===== config.mk =====
export PLATFORM = sky130hd
export DESIGN_NAME = io_seq_flat
export DESIGN_NICKNAME = d
export VERILOG_FILES = /design/src/rtl/io_seq_if.sv /design/src/rtl/io_seq.sv /design/src/flat_wrapper.sv
export SDC_FILE = /design/constraint.sdc
export NUM_CORES = 1
export LEC_CHECK = 0
export BUFFER_PORTS_ARGS = -buffer_cell sky130_fd_sc_hd__buf_4
export CAP_MARGIN = 20
export CORE_ASPECT_RATIO = 1.1
export CORE_MARGIN = 3
export CORE_UTILIZATION = 45
export CTS_BUF_LIST = sky130_fd_sc_hd__clkbuf_8
export CTS_CLUSTER_SIZE = 30
export DETAILED_ROUTE_END_ITERATION = 12
export HOLD_SLACK_MARGIN = 0.08
export PLACE_DENSITY_LB_ADDON = 0.08
export SKIP_LAST_GASP = 1
export SLEW_MARGIN = 0
export SYNTH_ARGS = -nofsm -noshare
export SYNTH_HDL_FRONTEND = slang
export SYNTH_SLANG_ARGS = --single-unit

===== constraint.sdc =====
create_clock -name clk -period 1.55 [get_ports clk]
set_input_delay 0 -clock clk [delete_from_list [all_inputs] [get_ports clk]]
set_output_delay 0 -clock clk [all_outputs]
set_load 0.02 [all_outputs]

===== src/rtl/io_seq_if.sv =====
// Operator/CPU-facing signal bundle for the io_seq handshake sequencer.
// The slave side is the sequencer itself; the master side drives switches, button and CPU strobes.
interface io_seq_if #(
  parameter int N          = 8,
  parameter int NUM_READS  = 2,
  parameter int NUM_WRITES = 2
);
  localparam int RW = (NUM_READS > 1) ? $clog2(NUM_READS) : 1;
  localparam int WW = (NUM_WRITES > 1) ? $clog2(NUM_WRITES) : 1;

  logic          handshake;
  logic          write_out;
  logic [N-1:0]  in;
  logic [N-1:0]  cpu_out;
  logic [N-1:0]  cpu_in;
  logic [N-1:0]  out;
  logic          halt_program;
  logic [RW-1:0] rd_idx;
  logic [WW-1:0] wr_idx;
  logic          frame_done;

  modport slave (
    input  handshake, write_out, in, cpu_out,
    output cpu_in, out, halt_program, rd_idx, wr_idx, frame_done
  );

  modport master (
    output handshake, write_out, in, cpu_out,
    input  cpu_in, out, halt_program, rd_idx, wr_idx, frame_done
  );
endinterface


===== src/rtl/io_seq.sv =====
// Handshake-driven I/O sequencer: gathers a frame of switch words for the CPU, then
// presents CPU results on the LEDs one by one, stalling the CPU while the operator acts.
module io_seq #(
  parameter int N           = 8,
  parameter int NUM_READS   = 2,
  parameter int NUM_WRITES  = 2,
  parameter int SYNC_STAGES = 2
) (
  input  logic     clk,
  input  logic     n_reset,
  io_seq_if.slave  bus
);
  localparam int RW = (NUM_READS > 1) ? $clog2(NUM_READS) : 1;
  localparam int WW = (NUM_WRITES > 1) ? $clog2(NUM_WRITES) : 1;
  localparam logic [RW-1:0] RD_LAST = RW'(NUM_READS - 1);
  localparam logic [WW-1:0] WR_LAST = WW'(NUM_WRITES - 1);

  typedef enum logic [2:0] {
    POLL_RD = 3'd0,
    RD      = 3'd1,
    RD_REL  = 3'd2,
    POLL_WR = 3'd3,
    WR_HOLD = 3'd4,
    WR_REL  = 3'd5
  } state_t;

  state_t                 state_q, state_d;
  logic [SYNC_STAGES-1:0] sync_q, sync_d;
  logic [RW-1:0]          rd_idx_q, rd_idx_d;
  logic [WW-1:0]          wr_idx_q, wr_idx_d;
  logic [N-1:0]           out_q, out_d;
  logic                   frame_done_q, frame_done_d;
  logic                   hs_s;

  // The button is asynchronous; only the last synchroniser stage is trusted.
  assign hs_s   = sync_q[SYNC_STAGES-1];
  assign sync_d = SYNC_STAGES'({sync_q, bus.handshake});

  always_ff @(posedge clk or negedge n_reset) begin
    if (!n_reset) begin
      state_q      <= POLL_RD;
      sync_q       <= '0;
      rd_idx_q     <= '0;
      wr_idx_q     <= '0;
      out_q        <= '0;
      frame_done_q <= 1'b0;
    end else begin
      state_q      <= state_d;
      sync_q       <= sync_d;
      rd_idx_q     <= rd_idx_d;
      wr_idx_q     <= wr_idx_d;
      out_q        <= out_d;
      frame_done_q <= frame_done_d;
    end
  end

  always_comb begin
    state_d          = state_q;
    rd_idx_d         = rd_idx_q;
    wr_idx_d         = wr_idx_q;
    out_d            = out_q;
    frame_done_d     = 1'b0;
    bus.cpu_in       = '0;
    bus.halt_program = 1'b1;
    unique case (state_q)
      POLL_RD: if (hs_s) state_d = RD;
      RD: begin
        bus.cpu_in       = bus.in;
        bus.halt_program = 1'b0;
        state_d          = RD_REL;
      end
      // Waiting for release makes a long press count as a single read.
      RD_REL: if (!hs_s) begin
        if (rd_idx_q == RD_LAST) begin
          rd_idx_d = '0;
          wr_idx_d = '0;
          state_d  = POLL_WR;
        end else begin
          rd_idx_d = rd_idx_q + 1'b1;
          state_d  = POLL_RD;
        end
      end
      POLL_WR: begin
        bus.halt_program = 1'b0;
        if (bus.write_out) begin
          out_d   = bus.cpu_out;
          state_d = WR_HOLD;
        end
      end
      WR_HOLD: if (hs_s) state_d = WR_REL;
      WR_REL: if (!hs_s) begin
        if (wr_idx_q == WR_LAST) begin
          wr_idx_d     = '0;
          frame_done_d = 1'b1;
          state_d      = POLL_RD;
        end else begin
          wr_idx_d = wr_idx_q + 1'b1;
          state_d  = POLL_WR;
        end
      end
      default: state_d = POLL_RD;
    endcase
  end

  assign bus.out        = out_q;
  assign bus.rd_idx     = rd_idx_q;
  assign bus.wr_idx     = wr_idx_q;
  assign bus.frame_done = frame_done_q;
endmodule


===== src/flat_wrapper.sv =====
// flat-port wrapper written by rule: the top's interface ports become plain ports
module io_seq_flat 
#(
  parameter int N           = 8,
  parameter int NUM_READS   = 2,
  parameter int NUM_WRITES  = 2,
  parameter int SYNC_STAGES = 2
)
  (clk, n_reset, bus_handshake, bus_write_out, bus_in, bus_cpu_out, bus_cpu_in, bus_out, bus_halt_program, bus_rd_idx, bus_wr_idx, bus_frame_done);
  io_seq_if #(.N(N), .NUM_READS(NUM_READS), .NUM_WRITES(NUM_WRITES)) bus_i ();
  input  logic clk;
  input  logic n_reset;
  input wire logic [$bits(bus_i.handshake)-1:0] bus_handshake;
  input wire logic [$bits(bus_i.write_out)-1:0] bus_write_out;
  input wire logic [$bits(bus_i.in)-1:0] bus_in;
  input wire logic [$bits(bus_i.cpu_out)-1:0] bus_cpu_out;
  output wire logic [$bits(bus_i.cpu_in)-1:0] bus_cpu_in;
  output wire logic [$bits(bus_i.out)-1:0] bus_out;
  output wire logic [$bits(bus_i.halt_program)-1:0] bus_halt_program;
  output wire logic [$bits(bus_i.rd_idx)-1:0] bus_rd_idx;
  output wire logic [$bits(bus_i.wr_idx)-1:0] bus_wr_idx;
  output wire logic [$bits(bus_i.frame_done)-1:0] bus_frame_done;
  assign bus_i.handshake = bus_handshake;
  assign bus_i.write_out = bus_write_out;
  assign bus_i.in = bus_in;
  assign bus_i.cpu_out = bus_cpu_out;
  assign bus_cpu_in = bus_i.cpu_in;
  assign bus_out = bus_i.out;
  assign bus_halt_program = bus_i.halt_program;
  assign bus_rd_idx = bus_i.rd_idx;
  assign bus_wr_idx = bus_i.wr_idx;
  assign bus_frame_done = bus_i.frame_done;
  io_seq #(.N(N), .NUM_READS(NUM_READS), .NUM_WRITES(NUM_WRITES), .SYNC_STAGES(SYNC_STAGES)) u_core (.clk(clk), .n_reset(n_reset), .bus(bus_i));
endmodule

# Word level (Yosys, flattened, before mapping)
# Cells that the tools add are included.
[totals]
regBits = 16
output_inout_bits = 20
inputBits = 20
[classes]
n_eq_ne = 11
bitwise_logic = 1
reduce_logical = 7
muxes = 19
n_addsub = 2
[op_table]
columns = ["op", "n"]
rows = [
  ["3-bit case mux with 6 select lines", 1],
  ["3-bit two-way mux", 5],
  ["1-bit two-way mux", 9],
  ["8-bit two-way mux", 1],
  ["3-bit by 2-bit == test with 1-bit output (second input constant)", 2],
  ["3-bit == test (second input constant)", 2],
  ["2-bit by 1-bit inequality test with 1-bit output (second input constant)", 3],
  ["2-bit inequality test (second input constant)", 3],
  ["5-bit AND reduction", 1],
  ["2-bit two-way mux", 2],
  ["2-bit AND reduction", 2],
  ["4-bit AND reduction", 1],
  ["3-bit by 1-bit == test with 1-bit output (second input constant)", 1],
  ["3-bit logical NOT", 1],
  ["1-bit adder (second input constant)", 2],
  ["1-bit case mux with 2 select lines", 1],
  ["2-bit nonzero test", 1],
  ["2-bit OR reduction", 1],
  ["1-bit inverter", 1],
]

# Depth between registers and ports, before layout
# Gate-level depths: netlist (run 1).
[depth]
word_depth = 4
depth_mapped = 4
mapped_depth_nobuf = 3

# Least setup slack after synthesis (run 1)
# Ideal clock, no wire load.
[synth_path]
kind = "register to register"
start = "register u_core.state_q[1]"
end = "register u_core.out_q[0] (netlist: u_core.bus.out[0])"
period_less_slack_ns = 1.108
path_stages_with_launch = 4
t_arrival_ns = 0.983
setup_time_ns = 0.125
slack_ns = 0.442
path_cell_list = "dfrtp_1 -> buf_4 -> nand4b_4 -> mux2_2"
[synth_via]
elab_chain_cells = 2
[synth_rtl]
columns = ["element", "line", "text"]
rows = [
  ["start: declaration", "io_seq.sv:27", "state_t state_q, state_d;"],
  ["start signal: assignment", "io_seq.sv:48", "state_q <= state_d;"],
  ["3-bit by 2-bit == test with 1-bit output", "io_seq.sv:65", "unique case (state_q)"],
  ["2-bit AND reduction (no line)", "-", ""],
  ["end signal: assignment", "io_seq.sv:52", "out_q <= out_d;"],
  ["end: declaration", "io_seq.sv:31", "logic [N-1:0] out_q, out_d;"],
]
# Every way passes these cells.
# A chain may end at the register's enable or synchronous reset.

# Worst setup path after layout (run 1)
[layout_path]
start = "register u_core.state_q[2]"
end = "output port bus_cpu_in[0]"
[layout_via]
elab_chain_cells = 2
[layout_rtl]
columns = ["element", "line", "text"]
rows = [
  ["3-bit by 1-bit == test with 1-bit output", "io_seq.sv:65", ""],
  ["8-bit two-way mux", "io_seq.sv:65", ""],
  ["end: declaration", "flat_wrapper.sv:17", "output wire logic [$bits(bus_i.cpu_in)-1:0] bus_cpu_in;"],
]
# Every way passes these cells.

==> flow_metrics.py, run 1 <==
metrics = {
    "synthesis": {
        "seq_area_frac_synth": 0.531,
        "yosysMostFrequentCell": "dfrtp_1",
        "synth_cells": 59,
        "synth_common_cells": "dfrtp_1 (16), and2_1 (8), mux2_2 (8)",
        "ys_types": 26,
        "synth_area_um2": 754,
        "synth.avg_cell_area_um2": 12.8,
        "synthFlopType": "dfrtp_1",
        "async_reset_ff_frac": 1.00,
        "synth_area_leaders": "dfrtp_1 (53%), mux2_2 (12%), and2_1 (6.6%)",
        "synth_top_cell_area_share": 0.531,
        "ys_warn_count": 0,
        "synth_edf_count": 0,
        "synth_nets": 79,
        "yosysTopAreaCell": "dfrtp_1",
        "synth_seq_cells": 16,
    },
    "detailed_routing": {
        "finalWirelength_mm": 1.80,
        "drc": 0,
        "first_iter_violations": 8,
        "num_vias": 651,
        "vias_per_cell": 5.17,
        "wl_per_cell_um": 14.2,
        "firstDrtPassIters": 5,
        "ant_nets": 0,
    },
    "sta": {
        "timing.fmax_ghz": 0.720,
        "clock_skew_ns": 0.00431,
        "fin_crit_ns": 1.39,
        "worstMarginPinSlew_ns": 0.477,
        "relSlewSlack": 0.678,
        "finalCritPeriodShare": 0.896,
        "rsz0062_at_grt": "false",
        "timing.final.hold_violations": 0,
        "tns_ns": 0,
        "setup_viol": 0,
        "final-max-slew-violation-count": 0,
        "worst_slack_ns": 0.161,
    },
    "finish": {
        "fin_util": 0.821,
        "syn2layout_area_growth_pct": 60.0,
        "antenna_cells": 0,
        "drive_gt1_frac": 0.518,
        "nNetsFinal": 131,
    },
    "clock_network": {
        "cts_tree": "built",
        "cts_buffers": 3,
        "cts_sinks": 16,
        "ctsHtreeMaxLevel": 1,
        "root_buffer": "clkbuf_8",
        "post_cts_buffers": 0,
        "clock_latency_ns": 0.25,
        "clockBufferDepth": 2,
        "cts.clk_slew.worst_paths_ns": 0.06,
    },
    "grt": {
        "grt.overflow.total": 0,
        "track_usage": 0.182,
        "grt_first_pass_wirelength_mm": 2.98,
        "grt_max_degree": 17,
        "grt_antenna_before_repair": 0,
        "grt_pass1_vias": 684,
    },
    "place": {
        "io_buffers": 39,
        "dp_slack_ns": 0.242,
        "hpwl_mm": 1.25,
        "routabilityCongestion": 0.781,
    },
    "pwr": {
        "intPower_mw": 1.35,
        "swShare": 0.376,
        "clkPwrFrac": 0.168,
        "powerDensity_mw_per_mm2": 1790,
        "ir_worst_vdd_mv": 1.20,
        "p_seq_frac": 0.357,
        "pwr-share-comb": 0.475,
        "p_leak_nw": 0.596,
        "finalPower_mw": 2.16,
        "p_sw_mw": 0.813,
    },
    "setup_path": {
        "end_kind": "output port",
        "worst_path_max_delay_cell": "dfrtp_1",
        "crit_fanout": 9,
        "cp.arrival_ns": 1.39,
        "critical_path_class": "register to output port",
        "crit_chain": "nand2b_4, nor2_2, and2_1, buf_4",
        "critPathLaunchType": "register",
        "crit_required_ns": 1.55,
        "max_stage_delay_ns": 0.47,
    },
    "die": {
        "dieArea_mm2": 0.00220,
        "chipHeight_um": 48.9,
        "core-area_mm2": 0.00147,
        "start_util": 0.513,
        "pin_count": 40,
        "rows": 14,
        "die_width_um": 45.0,
    },
    "min_path": {
        "hp-class": "input port to async pin",
    },
    "outcome": {
        "outcome": "completed",
    },
    "run": {
        "drv_cap": 0,
    },
}
## sequential cells by signal, summed over array words and instances, names as in the netlist
name	flops
u_core.bus.out	8
u_core.state_q	3
u_core.bus.rd_idx	1
u_core.bus.wr_idx	1
u_core.bus.frame_done	1
u_core.sync_q	2
## timing repair
action	in CTS	in global routing
endpoints found under the setup margin	0	8
hold endpoints to repair	25	0
hold buffers	10	0
gates resized for setup	0	2
## area by class of cell
class,count,area (um2)
fill,89,264
timing repair buffer,49,393
multi-input combinational,40,334
sequential,16,402
tap,16,20.0
clock buffer,4,55.1
inverter,1,3.75
## per-stage QoR
stage	cells	instance area [um2]	hold WS, ns
3_5_place_dp	112	1050	-0.134
2_1_floorplan	59	754	-0.296
3_3_place_gp	112	1050	-0.133
6_report	126	1210	0.143
4_1_cts	126	1200	0.149
5_1_grt	126	1210	0.144
## cells by family (layout without fill, tap and decap cells)
logic type	after synthesis	after routing	synth area share
XOR/XNOR	1	1	0.0116
multiplexers	8	8	0.119
flip-flops	16	16	0.531
AND/OR/NAND/NOR	23	23	0.234
buffers and inverters	3	54	0.0298
AO/OA/AOI/OAI	8	8	0.0746
## power groups by stage
stage / combinational (mW) / clock [mW] / sequential (mW)
2_1_floorplan: 0.564 / 0 / 0.833
3_3_place_gp: 0.983 / 0 / 0.758
3_5_place_dp: 1.01 / 0 / 0.768
4_1_cts: 1.03 / 0.373 / 0.765
5_1_grt: 1.11 / 0.401 / 0.805
6_report: 1.03 / 0.364 / 0.770
## final timing paths
kind | startpoint | endpoint | cells past startpoint | slack [ns]
min reg2reg | u_core.sync_q[0]$_DFF_PN0_ | u_core.sync_q[1]$_DFF_PN0_ | 0 | 0.35
max | u_core.state_q[2]$_DFFE_PN0P_ | bus_cpu_in[0] | 4 | 0.16
min | n_reset | u_core.state_q[1]$_DFFE_PN0P_ | 2 | 0.14
min in group clk | bus_write_out | u_core.state_q[2]$_DFFE_PN0P_ | 3 | 0.18
max in group asynchronous | n_reset | u_core.state_q[0]$_DFFE_PN0P_ | 2 | 1.21
max reg2reg | u_core.state_q[0]$_DFFE_PN0P_ | u_core.bus.wr_idx$_DFFE_PN0P_ | 2 | 0.24
## worst max-delay path, delay by kind of cell (launching register included)
family,cells,cell delay [ns]
flip-flops,1,0.47
AND/OR/NAND/NOR,3,0.54
buffers and inverters,1,0.14
## routing by layer
layer | part of all wire | track usage
met3 | 0.11 | 0.0590
met2 | 0.51 | 0.309
met5 | 0 | 0
met4 | 0.0039 | 0.0439
met1 | 0.37 | 0.215
## cells in the final DEF (no fill, tap or decap), types with 2 or more instances in the layout
cell	count
buf_4	39
dfrtp_1	15
dlygate4sd3_1	10
and2_1	8
mux2_2	8
clkbuf_8	4
nand2_1	2
a21oi_1	2
nor3_1	2
(Power assumes the default switching activity.)
==> inputs of run 2 (changes only) <==
--- a/config.mk
+++ b/config.mk
@@ -9,7 +9,7 @@
 export CAP_MARGIN = 20
 export CORE_ASPECT_RATIO = 1.1
 export CORE_MARGIN = 3
-export CORE_UTILIZATION = 45
+export CORE_UTILIZATION = 49
 export CTS_BUF_LIST = sky130_fd_sc_hd__clkbuf_8
 export CTS_CLUSTER_SIZE = 30
 export DETAILED_ROUTE_END_ITERATION = 12
==> constraint.sdc (replaced) <==
create_clock -name clk -period 1.69 [get_ports clk]
set_input_delay 0 -clock clk [delete_from_list [all_inputs] [get_ports clk]]
set_output_delay 0 -clock clk [all_outputs]
set_load 0.02 [all_outputs]
==> flow_metrics.py, run 2 (synthesis gave the netlist of run 1 again) <==
metrics = {
    "grt": {
        "grt_max_degree": 17,
        "grt_pass1_vias": 703,
        "grt.overflow.total": 0,
        "grt_antenna_before_repair": 0,
        "track_usage": 0.203,
        "grt_first_pass_wirelength_mm": 3.05,
    },
    "sta": {
        "relSlewSlack": 0.732,
        "worst_slack_ns": 0.172,
        "tns_ns": 0,
        "clock_skew_ns": 0.00241,
        "fin_crit_ns": 1.52,
        "timing.fmax_ghz": 0.659,
        "setup_viol": 0,
        "final-max-slew-violation-count": 0,
        "finalCritPeriodShare": 0.898,
        "worst_hold_slack_ns": 0.168,
        "worstMarginPinSlew_ns": 0.403,
        "timing.final.hold_violations": 0,
        "rsz0062_at_grt": "false",
    },
    "setup_path": {
        "worst_path_max_delay_cell": "dfrtp_1",
        "end_kind": "output port",
        "max_stage_delay_ns": 0.58,
        "critPathLaunchType": "register",
        "crit_required_ns": 1.69,
        "cp.arrival_ns": 1.52,
        "critical_path_class": "register to output port",
        "crit_chain": "nand2b_4, nor2_1, and2_1, buf_4",
        "crit_fanout": 10,
    },
    "die": {
        "rows": 14,
        "die_width_um": 43.4,
        "chipHeight_um": 47.2,
        "start_util": 0.538,
        "pin_count": 40,
        "dieArea_mm2": 0.00205,
        "core-area_mm2": 0.00140,
    },
    "finish": {
        "drive_gt1_frac": 0.495,
        "fin_util": 0.849,
        "syn2layout_area_growth_pct": 57.7,
        "stdcell_count": 125,
        "finalInstanceArea_mm2": 0.00119,
        "largest_register_ff_count": 8,
        "nNetsFinal": 131,
        "layout_common_cells": "buf_4 (39), dfrtp_1 (16), dlygate4sd3_1 (10)",
        "mostFrequentLayoutCell": "buf_4",
        "fill_cells": 82,
        "antenna_cells": 0,
    },
    "pwr": {
        "finalPower_mw": 1.92,
        "powerDensity_mw_per_mm2": 1610,
        "p_leak_nw": 0.590,
        "ir_worst_vdd_mv": 1.07,
    },
    "place": {
        "routabilityCongestion": 0.818,
        "dp_cells": 112,
        "dp_slack_ns": 0.417,
        "io_buffers": 39,
        "place_area_mm2": 0.00105,
        "hpwl_mm": 1.22,
    },
    "clock_network": {
        "cts.clk_slew.worst_paths_ns": 0.06,
        "cts_tree": "built",
        "clock_latency_ns": 0.24,
        "root_buffer": "clkbuf_8",
        "ctsHtreeMaxLevel": 1,
        "cts_sinks": 16,
        "clockBufferDepth": 2,
        "post_cts_resized": 0,
        "cts_buffers": 3,
    },
    "detailed_routing": {
        "first_iter_violations": 36,
        "drc": 0,
        "num_vias": 675,
        "vias_per_cell": 5.40,
        "wl_per_cell_um": 15.4,
        "finalWirelength_mm": 1.93,
        "ant_nets": 0,
        "firstDrtPassIters": 4,
    },
    "min_path": {
        "hp-class": "input port to async pin",
    },
    "run": {
        "drv_cap": 0,
    },
    "outcome": {
        "outcome": "completed",
    },
}
run 2: changes by cell type in the layout (fill, tap and decap cells not counted):
cell and delta:
dfrtp_1 +1, dfrtp_2 -1, nor2_2 -1, nor2_1 +1, clkbuf_8 -1
run 2: critical path: cells and delay by family (launching register included):
family,cells,cell delay (ns)
flops,1,0.58
simple gates,3,0.56
buf+inv,1,0.14
run 2: report_power, final:
group / internal [mW] / switching [mW]
clock network: 0.157 / 0.113
registers: 0.534 / 0.171
logic: 0.492 / 0.451
total: 1.18 / 0.735
run 2: repair_timing:
item                      CTS  global route
buffers inserted            0             0
hold endpoints to repair   25             0
hold buffers               10             0
run 2: worst paths after layout:
kind	slack (ns)	startpoint	cells after the start	to
worst min register to register	0.37	u_core.sync_q[0]$_DFF_PN0_	0	u_core.sync_q[1]$_DFF_PN0_
max in group asynchronous	1.35	n_reset	2	u_core.bus.out[4]$_DFFE_PN0P_
worst max register to register	0.35	u_core.state_q[0]$_DFFE_PN0P_	3	u_core.bus.wr_idx$_DFFE_PN0P_
worst max-delay path	0.17	u_core.state_q[0]$_DFFE_PN0P_	4	bus_cpu_in[7]
min in group clk	0.18	bus_write_out	3	u_core.state_q[0]$_DFFE_PN0P_
worst min-delay path	0.17	n_reset	2	u_core.bus.rd_idx$_DFFE_PN0P_
run 2: layout make-up:
cell class | count | area (um2) | share of cell area
clock buffers | 3 | 41.3 | 0.0347
inverters | 1 | 3.75 | 0.00315
multi-input cells | 40 | 332 | 0.279
flip-flops and latches | 16 | 400 | 0.336
well taps | 16 | 20.0 | 0.0168
repair buffers | 49 | 393 | 0.330
run 2: routing by layer:
metal | wire length, um | global-route usage | up-vias
li1 | - | - | 309
met1 | 685 | 0.215 | 316
met2 | 1000 | 0.383 | 46
met3 | 209 | 0.0575 | 4
met4 | 27 | 0.0843 | 0
met5 | 0 | 0 | -
